$ cat config.mk
export PLATFORM = sky130hd
export DESIGN_NAME = wieg_regelaar
export DESIGN_NICKNAME = d
export VERILOG_FILES = /design/src/rtl/wieg_regelaar.sv
export SDC_FILE = /design/constraint.sdc
export NUM_CORES = 1
export LEC_CHECK = 0
export ABC_AREA = 1
export CORE_MARGIN = 2
export CORE_UTILIZATION = 55
export CTS_BUF_LIST = sky130_fd_sc_hd__clkbuf_8
export CTS_CLUSTER_SIZE = 16
export DETAILED_ROUTE_END_ITERATION = 10
export GPL_TIMING_DRIVEN = 0
export PLACE_DENSITY_LB_ADDON = 0.1
export SYNTH_ARGS = -nofsm -noshare
export SYNTH_HDL_FRONTEND = slang
export SYNTH_SLANG_ARGS = --single-unit
$ cat constraint.sdc
create_clock -name clk -period 1.45 [get_ports clk]
set_input_delay 0.29 -clock clk [delete_from_list [all_inputs] [get_ports clk]]
set_output_delay 0.29 -clock clk [all_outputs]
set_load 0.01 [all_outputs]
$ cat src/rtl/wieg_regelaar.sv
// Cradle rocking controller: hill-climbs motor speed/amplitude from the stress-low
// indication counted over fixed evaluation windows, with a quiet cool-down before stopping.
module wieg_regelaar #(
  parameter int WINDOW      = 16,
  parameter int THRESH      = 4,
  parameter int MAX_FAIL    = 3,
  parameter int COOLDOWN    = 2,
  parameter int START_SPEED = 3
) (
  input  logic       clk,
  input  logic       r,
  input  logic       huil_actief,
  input  logic       stress_laag,
  output logic [2:0] snelheid,
  output logic [1:0] amplitude,
  output logic       motor_aan,
  output logic       richting,
  output logic       venster_klaar
);

  localparam int WW = (WINDOW > 1) ? $clog2(WINDOW) : 1;
  localparam int SW = $clog2(WINDOW + 1);
  localparam int FW = (MAX_FAIL > 1) ? $clog2(MAX_FAIL) : 1;
  localparam int QW = (COOLDOWN > 1) ? $clog2(COOLDOWN) : 1;

  localparam logic [WW-1:0] WIN_LAST   = WW'(WINDOW - 1);
  localparam logic [SW-1:0] THRESH_C   = SW'(THRESH);
  localparam logic [FW-1:0] FAIL_LAST  = FW'(MAX_FAIL - 1);
  localparam logic [QW-1:0] QUIET_LAST = QW'(COOLDOWN - 1);
  localparam logic [2:0]    START_C    = 3'(START_SPEED);

  typedef enum logic [2:0] {IDLE, START, MEET, EVAL, COOL} state_t;

  state_t        state, stateNext;
  logic [WW-1:0] winCnt, winNext;
  logic [SW-1:0] stressCnt, stressNext;
  logic [FW-1:0] failCnt, failNext;
  logic [QW-1:0] quietCnt, quietNext;
  logic [2:0]    speed, speedNext;
  logic [1:0]    amp, ampNext;
  logic          dir, dirNext;

  // Speed bounces off the ends of 1..7 instead of saturating.
  function automatic logic [2:0] stepSpeed(input logic [2:0] spd, input logic up);
    if (up) stepSpeed = (spd == 3'd7) ? 3'd6 : spd + 3'd1;
    else    stepSpeed = (spd == 3'd1) ? 3'd2 : spd - 3'd1;
  endfunction

  function automatic logic stepDir(input logic [2:0] spd, input logic up);
    if (up && spd == 3'd7)  stepDir = 1'b0;
    else if (!up && spd == 3'd1) stepDir = 1'b1;
    else stepDir = up;
  endfunction

  function automatic logic [1:0] wrapAmp(input logic [1:0] a);
    wrapAmp = (a == 2'd3) ? 2'd1 : a + 2'd1;
  endfunction

  always_comb begin
    stateNext  = state;
    winNext    = winCnt;
    stressNext = stressCnt;
    failNext   = failCnt;
    quietNext  = quietCnt;
    speedNext  = speed;
    ampNext    = amp;
    dirNext    = dir;
    unique case (state)
      IDLE: begin
        if (huil_actief) stateNext = START;
      end
      START: begin
        speedNext  = START_C;
        ampNext    = 2'd1;
        dirNext    = 1'b1;
        winNext    = '0;
        stressNext = '0;
        failNext   = '0;
        quietNext  = '0;
        stateNext  = MEET;
      end
      MEET: begin
        stressNext = stressCnt + SW'(stress_laag);
        if (winCnt == WIN_LAST) begin
          winNext   = '0;
          stateNext = EVAL;
        end else begin
          winNext = winCnt + WW'(1);
        end
      end
      EVAL: begin
        winNext    = '0;
        stressNext = '0;
        if (!huil_actief) begin
          quietNext = '0;
          stateNext = COOL;
        end else begin
          stateNext = MEET;
          if (stressCnt >= THRESH_C) begin
            failNext = '0;
          end else if (failCnt == FAIL_LAST) begin
            // Speed search exhausted at this amplitude: try the next one from scratch.
            failNext  = '0;
            ampNext   = wrapAmp(amp);
            speedNext = START_C;
            dirNext   = 1'b1;
          end else begin
            failNext  = failCnt + FW'(1);
            speedNext = stepSpeed(speed, dir);
            dirNext   = stepDir(speed, dir);
          end
        end
      end
      COOL: begin
        if (huil_actief) begin
          winNext    = '0;
          stressNext = '0;
          stateNext  = MEET;
        end else if (winCnt == WIN_LAST) begin
          winNext = '0;
          if (quietCnt == QUIET_LAST) begin
            quietNext = '0;
            stateNext = IDLE;
          end else begin
            quietNext = quietCnt + QW'(1);
          end
        end else begin
          winNext = winCnt + WW'(1);
        end
      end
      default: stateNext = IDLE;
    endcase
  end

  always_ff @(posedge clk) begin
    if (r) begin
      state     <= IDLE;
      winCnt    <= '0;
      stressCnt <= '0;
      failCnt   <= '0;
      quietCnt  <= '0;
      speed     <= '0;
      amp       <= '0;
      dir       <= 1'b0;
    end else begin
      state     <= stateNext;
      winCnt    <= winNext;
      stressCnt <= stressNext;
      failCnt   <= failNext;
      quietCnt  <= quietNext;
      speed     <= speedNext;
      amp       <= ampNext;
      dir       <= dirNext;
    end
  end

  // Settings are only visible while the motor runs; IDLE and START show zeros.
  assign motor_aan     = (state == MEET) || (state == EVAL) || (state == COOL);
  assign snelheid      = motor_aan ? speed : 3'd0;
  assign amplitude     = motor_aan ? amp : 2'd0;
  assign richting      = motor_aan ? dir : 1'b0;
  assign venster_klaar = (state == EVAL);

endmodule

==> run metrics, run 1 <==
Post-Route Skew=3.07 ps; DP Area=1430 µm²; nets=247; predominant post-synthesis flop cell=dfxtp_1; minimum clock period=1610 ps; Area contributors post-synth=dfxtp_1 32%, nand2_1 14%, nand3_1 10%, inv_1 9.8%, nor2_1 7.5%; Worst Setup Start Kind=flop; sw frac=0.404; Worst VDD drop=0.935 mV; DP Wirelength=2160 µm; Yosys reg bits=21; fin. max-slew vios=0; Critical Path RT=1160 ps; fraction of registers with async set/reset=0; Post-synth EDFFs=0; die width=52.6 µm; vias post-DR=1508; die area=2760 µm²; area share of the largest cell type after synthesis=0.324; DRC Markers=0; critical-path maximum fanout=6; min-delay src=r; post-route ant nets=0; Syn Nets=216; Synth cell types=18; Max-cap violations=0; Arr. time, crit path=1320 ps; critical path type=flop to primary output; Final Hold Vio Count=0; sequential fraction of design power=0.378; # setup viols final=8; Leak Pwr=0.878 nW; Clk pwr share=0.194; Routed WL=3840 µm; die height=52.6 µm; R2R Path Start=state[1]$_SDFFE_PP0P_; status=finished, violations left; Setup WS post-layout=-164 ps; Yosys warning total=0; hold_buf cts=0; routed length per instance=14.6 µm; Fmax=0.619 GHz; leading area contributor after synthesis=dfxtp_1; initial antenna violation count=0; CTS tree=built; PD cells=1160 nW/µm²; CTS Buf Count=3; Total GRT Usage=0.285; routed vias/inst=5.73; Syn Area/Cell=6.33 µm²; register area share after synthesis=0.324; Mapped Cells=205; hold crit path type=primary input to flop; Core Util, Final=0.782; # IOs=12; row cnt=17; Worst Setup SP=state[0]$_SDFFE_PP0P_; number of global-route vias before repair=1342; P&R area growth vs syn=33.4%; failing checks=negative setup slack; ant diodes=0; number of port buffers=10; Root Buffer=clkbuf_8; Sw Pwr=0.814 mW; cell area after layout=1730 µm²; Clk pin slew, worst setup/hold paths=80 ps; layout cell share with drive strength beyond 1=0.255; internal power=1.20 mW; H-Tree Depth=1; clock sink count=21; Commonest cells post-synth=50 x nand2_1, 34 x inv_1, 26 x nand3_1, 26 x nor2_1, 21 x dfxtp_1; gpl congestion=0.936; drt first pass iters=5; DP Worst Slack=-596 ps; CORE AREA=2210 µm²; most frequent cell after synthesis=nand2_1; TNS Setup=-812 ps; Setup crit end kind=primary output; largest net degree at the start of global routing=12; final worst path period share=1.11; RSZ-0062 raised after global routing=true; Mapped Area=1300 µm²; global-route wire length before repair=5750 µm; Slew headroom=0.689; Worst Max-Slew Pin Slew=466 ps; Starting Density=0.587; GRT overflow=0; Comb power frac=0.429; DR iter-0 viols=88; CTS max path bufs=2; later-pin clock latency in the skew report=260 ps
-- path summary, 6_finish.rpt --
check / to / slack [ps] / cells past startpoint
worst min-delay path: state[0]$_SDFFE_PP0P_ / 400 / 2
worst min register to register: failCnt[1]$_SDFFE_PP0P_ / 500 / 2
worst max-delay path: richting / -160 / 7
worst max register to register: failCnt[0]$_SDFFE_PP0P_ / 0 / 7
-- area by class of cell --
class                   instances  area, µm²
plain buffers                   2       7.51
flip-flops and latches         21        432
inverters                      35        134
repair buffers                 26        215
well taps                      28       35.0
multi-input cells             147        862
clock inverters                 1       3.75
fillers                       161        482
clock buffers                   3       41.3
-- worst max-delay path, cell delays in order (launching register included) --
cell and delay [ps]:
dfxtp_4 390, nor2_4 150, nand2_2 90, nand3_4 130, buf_6 120, nand2_2 40
inv_2 50, buf_6 90
-- layout by cell type (no fill, tap or decap), drive strengths merged --
master,instances
buf,23
xor2,1
xnor2,1
dfxtp,21
nand3,27
dlygate4sd2,1
inv,36
a31oi,2
o21ai,7
clkbuf,5
ha,7
a21oi,13
nand2,54
nor2,28
nand4,7
dlymetal6s2s,2
-- power groups by stage --
stage / Combinational (mW) / Sequential (mW) / Clock (mW)
floorplan: 0.472 / 0.731 / 0
global placement: 0.595 / 0.745 / 0
detailed placement: 0.620 / 0.751 / 0
CTS: 0.722 / 0.752 / 0.400
global route: 0.955 / 0.769 / 0.414
finish: 0.863 / 0.761 / 0.390
-- metal layers --
layer | GRT usage | vias up | wire length [µm] | part of all wire
met5 | 0 | - | 0 | 0
met4 | 0.162 | 0 | 187 | 0.049
met3 | 0.0429 | 23 | 199 | 0.052
met2 | 0.460 | 72 | 1910 | 0.50
met1 | 0.358 | 701 | 1550 | 0.40
li1 | - | 712 | - | -
-- flip-flops by register name, indices dropped and copies added (netlist names) --
register and cells:
state 3, failCnt 2, dir 1, stressCnt 5
amp 2, quietCnt 1, winCnt 4, speed 3
-- repair_timing --
item / CTS / global route
setup buffers: 9 / 7
endpoints found under the setup margin: 9 / 24
pin swaps: 5 / 12
gates cloned: 0 / 0
gates resized for setup: 54 / 23
-- metrics by stage --
stage          cells  hold slack (ps)  power (mW)
2_1_floorplan    205              455        1.20
3_3_place_gp     243              468        1.34
3_5_place_dp     243              481        1.37
4_1_cts          256              392        1.87
5_1_grt          263              435        2.14
6_report         263              403        2.01
-- kinds of logic (layout without fill, tap and decap cells) --
logic type	count (synthesis)	count (layout)	synth area share
fa+ha+maj	7	7	0.0675
compound gates	22	22	0.0897
simple gates	116	116	0.398
flops	21	21	0.324
xor+xnor	2	2	0.0135
buf+inv	37	67	0.107
No activity file was read; power rests on OpenSTA's default activity.
==> run 2: changes to the inputs <==
Settings changed: CORE_MARGIN 2 to not set, MAX_ROUTING_LAYER set to met4, TNS_END_PERCENT set to 5.
==> run 2 against run 1 <==
Compared with the run above: the flow still finishes with violations (negative setup slack); hold slack got worse by 2.0 ps; global-route usage rose by 0.094 points; wire length shrank 9.5%; first-iteration DRC count fell by 33%; final cell count down 1.1%; fmax barely moved; count of clock-buffer cells in the layout stayed put; sequential share of layout area rose by 0.65 points; largest power group unchanged; clock power about the same; final area decreased by 2.5%; register-to-register slack about the same; critical path depth unchanged.
==> run metrics, run 2 (same netlist as run 1, synthesis figures left out) <==
Cells after DPL=243; Worst Setup Start Kind=flop; CTS Buf Count=3; die width=50.6 µm; Worst Max-Slew Pin Slew=541 ps; minimum clock period=1610 ps; Core Util, Final=0.762; Top reg by flops=stressCnt; # setup viols final=8; row cnt=17; Root Buffer=clkbuf_8; non-filler cells, final=260; die height=50.6 µm; TNS Setup=-777 ps; later-pin clock latency in the skew report=260 ps; DR iter-0 viols=59; Arr. time, crit path=1320 ps; layout cell share with drive strength beyond 1=0.220; final worst path period share=1.11; failing checks=negative setup slack; Setup crit end kind=primary output; largest registers=stressCnt (5), winCnt (4); ant diodes=0; gpl congestion=0.873; routed vias/inst=5.48; critical-path maximum fanout=6; routed length per instance=13.4 µm; hold crit path type=primary input to flop; CTS tree=built; fin. max-slew vios=0; CORE AREA=2210 µm²; R2R Path Start=state[0]$_SDFFE_PP0P_; Fmax=0.620 GHz; critical path type=flop to primary output; highest-count cells in the layout ignoring fill and taps=43 x nand2_1, 33 x inv_1, 24 x nand3_1; largest net degree at the start of global routing=12; reg2reg setup slack=10 ps; post-route ant nets=0; DP Wirelength=2180 µm; GRT overflow=0; DP Worst Slack=-592 ps; number of port buffers=10; Cell Chain, Critical Path=nor2_4 > nand2_4 > nand3_4 > buf_6 > nand2_2 > inv_2 > buf_6; Post-Route Skew=6.26 ps; Worst Setup SP=state[0]$_SDFFE_PP0P_; cell depth of the worst setup path=7; P&R area growth vs syn=30.0%; capturing point of the worst reg2reg path=stressCnt[2]$_SDFFE_PP0P_; Largest register FFs=5; hold_buf cts=0; status=finished, violations left; Leak Pwr=0.842 nW; nets=244; Worst VDD drop=0.724 mV; vias post-DR=1426; Crit path top cell by count=buf_6; Critical Path Slowest Stage Cell=dfxtp_4; Final Hold Vio Count=0; Setup WS post-layout=-164 ps; H-Tree Depth=1; Clk pin slew, worst setup/hold paths=80 ps; slowest stage delay, CP=390 ps; global-route wire length before repair=5330 µm; hold_ws=401 ps; Critical Path RT=1160 ps; Max-cap violations=0; initial antenna violation count=0; RSZ-0062 raised after global routing=true; Total GRT Usage=0.286; leading cell type in the layout, fill and taps excluded=nand2_1; Buf/Inv on CP=3; die area=2560 µm²; Power, Total=1.95 mW; critical path's top delay family=simple AND/OR/NAND/NOR gates; PD cells=1160 nW/µm²; CTS max path bufs=2; Worst Setup EP=richting; Starting Density=0.587; DP Area=1430 µm²; Routed WL=3480 µm; clock sink count=21; # IOs=12; number of global-route vias before repair=1242; Reg2Reg Depth=7; drt first pass iters=4; Slew headroom=0.640; DRC Markers=0; Hold Crit Depth=2; cell area after layout=1690 µm²
==> run 2: cell type report <==
| class | instances | area, µm² |
|---|---|---|
| timing repair buffer | 23 | 188 |
| multi-input combinational | 147 | 843 |
| inverter | 35 | 136 |
| clock buffer | 3 | 41.3 |
| buffer | 2 | 7.51 |
| fill | 160 | 526 |
| tap | 28 | 35.0 |
| sequential | 21 | 432 |
| clock inverter | 1 | 3.75 |
==> run 2: report_power, final <==
group          internal, mW  switching, mW  total (mW)  leakage [nW]
Clock                 0.189          0.198       0.387        0.0269
Combinational         0.326          0.477       0.803         0.641
Sequential            0.659          0.103       0.762         0.173
==> run 2: what timing repair did <==
action / 4_1_cts / 5_1_grt
buffers inserted: 10 / 3
pin swaps: 4 / 6
hold endpoints to repair: 0 / 0
resized for setup: 53 / 16
endpoints found under the setup margin: 9 / 18
==> run 2: metal layers <==
| metal | global-route usage | part of all wire | up-vias |
|---|---|---|---|
| li1 | - | - | 711 |
| met3 | 0.0424 | 0.059 | 10 |
| met5 | - | 0 | - |
| met1 | 0.320 | 0.40 | 658 |
| met4 | 0.116 | 0.024 | 0 |
| met2 | 0.504 | 0.51 | 47 |
==> run 2: how the worst min path moves through the flow <==
stage                                       start                         to
after floorplan                       huil_actief    failCnt[0]$_SDFFE_PP0P_
final                                           r  stressCnt[1]$_SDFFE_PP0P_
after global placement    failCnt[1]$_SDFFE_PP0P_    failCnt[1]$_SDFFE_PP0P_
after global routing                            r  stressCnt[1]$_SDFFE_PP0P_
after CTS                                       r      state[0]$_SDFFE_PP0P_
after detailed placement  failCnt[1]$_SDFFE_PP0P_    failCnt[1]$_SDFFE_PP0P_
==> run 3: changes to the inputs <==
Settings changed: SETUP_SLACK_MARGIN set to 0.5.
Clock period 1.45 ns to 1.6 ns, I/O delays scaled along.
==> run 3 against run 2 <==
Compared with the run above: the run now ends clean; sequential share of layout area rose by 0.92 points; total power down 13%; clock skew decreased by 3.5 ps; setup slack improved by 200 ps; final area down 3.5%; combinational power decreased by 17%; sequential power fell by 9.3%; critical path depth shrank 1; first-iteration DRC count down 20%; hold slack improved by 18 ps.
==> run metrics, run 3 (same netlist as run 1, synthesis figures left out) <==
H-Tree Depth=1; highest-count cells in the layout ignoring fill and taps=42 x nand2_1, 35 x inv_1, 24 x nand3_1; CORE AREA=2210 µm²; DP Wirelength=2140 µm; R2R Path Start=state[1]$_SDFFE_PP0P_; Arr. time, crit path=1240 ps; initial antenna violation count=0; number of global-route vias before repair=1287; CTS Buf Count=3; non-filler cells, final=259; largest registers=stressCnt (5), winCnt (4); fin. max-slew vios=0; Starting Density=0.587; Worst Max-Slew Pin Slew=523 ps; leading cell type in the layout, fill and taps excluded=nand2_1; DRC Markers=0; Top reg by flops=stressCnt; # setup viols final=0; layout cell share with drive strength beyond 1=0.208; PD cells=1050 nW/µm²; sw frac=0.390; Reg2Reg Depth=7; Worst Setup Start Kind=flop; final worst path period share=0.975; Critical Path RT=1280 ps; capturing point of the worst reg2reg path=stressCnt[3]$_SDFFE_PP0P_; Cells after DPL=243; hold crit path type=primary input to flop; global-route wire length before repair=5130 µm; later-pin clock latency in the skew report=260 ps; largest net degree at the start of global routing=12; RSZ-0062 raised after global routing=true; sequential fraction of design power=0.406; Slew headroom=0.652; CTS tree=built; internal power=1.04 mW; ant diodes=0; Largest register FFs=5; routed length per instance=11.7 µm; Total GRT Usage=0.267; min-delay src=r; Setup crit end kind=primary output; # IOs=12; Sw Pwr=0.665 mW; Routed WL=3030 µm; vias post-DR=1367; Clk pwr share=0.202; Max-cap violations=0; Final Hold Vio Count=0; minimum clock period=1560 ps; Worst Setup SP=state[2]$_SDFFE_PP0P_; gpl congestion=0.923; DP Area=1490 µm²; Fmax=0.641 GHz; post-route ant nets=0; nets=243; P&R area growth vs syn=25.5%; Root Buffer=clkbuf_8; Post-Route Skew=2.72 ps; reg2reg setup slack=150 ps; Comb power frac=0.392; critical path type=flop to primary output; Hold Crit Depth=2; status=finished clean; Leak Pwr=0.826 nW; critical-path maximum fanout=7; die area=2560 µm²; row cnt=17; Worst VDD drop=0.809 mV; DR iter-0 viols=47; number of port buffers=10; clock sink count=21; cell area after layout=1630 µm²; drt first pass iters=4; die height=50.6 µm; routed vias/inst=5.28; GRT overflow=0; Hold EP=state[0]$_SDFFE_PP0P_; CTS max path bufs=2; Clk pin slew, worst setup/hold paths=80 ps; die width=50.6 µm
run 3: cell count changes in the layout (fill, tap and decap cells not counted), sizes merged:
cell	previous run	this run
buf	20	19
run 3: worst max-delay path, stage by stage (launching register included):
cell	delay, ps
dfxtp_4	390
nor2_4	120
nand2_2	90
nand3_4	150
nand2_2	60
inv_1	50
buf_2	120
run 3: final cells by class:
| type | count | area [µm²] |
|---|---|---|
| Inverter | 35 | 134 |
| Clock buffer | 3 | 41.3 |
| Multi-Input combinational cell | 147 | 808 |
| Timing Repair Buffer | 22 | 166 |
| Sequential cell | 21 | 432 |
| Clock inverter | 1 | 3.75 |
| Tap cell | 28 | 35.0 |
| Fill cell | 193 | 584 |
| Buffer | 2 | 7.51 |
run 3: worst max path at each step:
| stage | endpoint | slack (ps) | cells after the start |
|---|---|---|---|
| 6_report | richting | 40 | 6 |
| 5_1_grt | richting | -10 | 6 |
| 4_1_cts | richting | 60 | 6 |
| 3_5_place_dp | snelheid[1] | -120 | 6 |
| 3_3_place_gp | richting | -100 | 6 |
| 2_1_floorplan | richting | 440 | 5 |
run 3: layer usage:
layer	share of wire	up-vias	GRT usage
li1	-	705	-
met3	0.044	2	0.0303
met2	0.49	32	0.487
met4	0.0053	0	0.0880
met5	0	-	-
met1	0.46	628	0.301
run 3: what timing repair did:
action,in CTS,in global routing
buffers inserted,9,3
pin swaps,5,3
hold buffers,0,0
gates resized for setup,32,5
setup endpoints to repair,29,29
run 3: through the flow:
step	hold WS, ps	util	setup slack [ps]	power [mW]	setup TNS (ps)
floorplan	457	-	442	1.14	0
global placement	471	0.674	-99.4	1.27	-749
detailed placement	487	0.674	-124	1.28	-1050
CTS	423	0.721	57.7	1.67	0
global route	464	0.736	-10.8	1.84	-24.7
finish	419	0.736	40.6	1.70	0
run 3: power groups by stage:
stage	registers [mW]	logic [mW]	clock network (mW)
finish	0.691	0.668	0.344
global route	0.700	0.763	0.374
CTS	0.689	0.627	0.354
detailed placement	0.699	0.584	0
global placement	0.695	0.570	0
floorplan	0.681	0.454	0
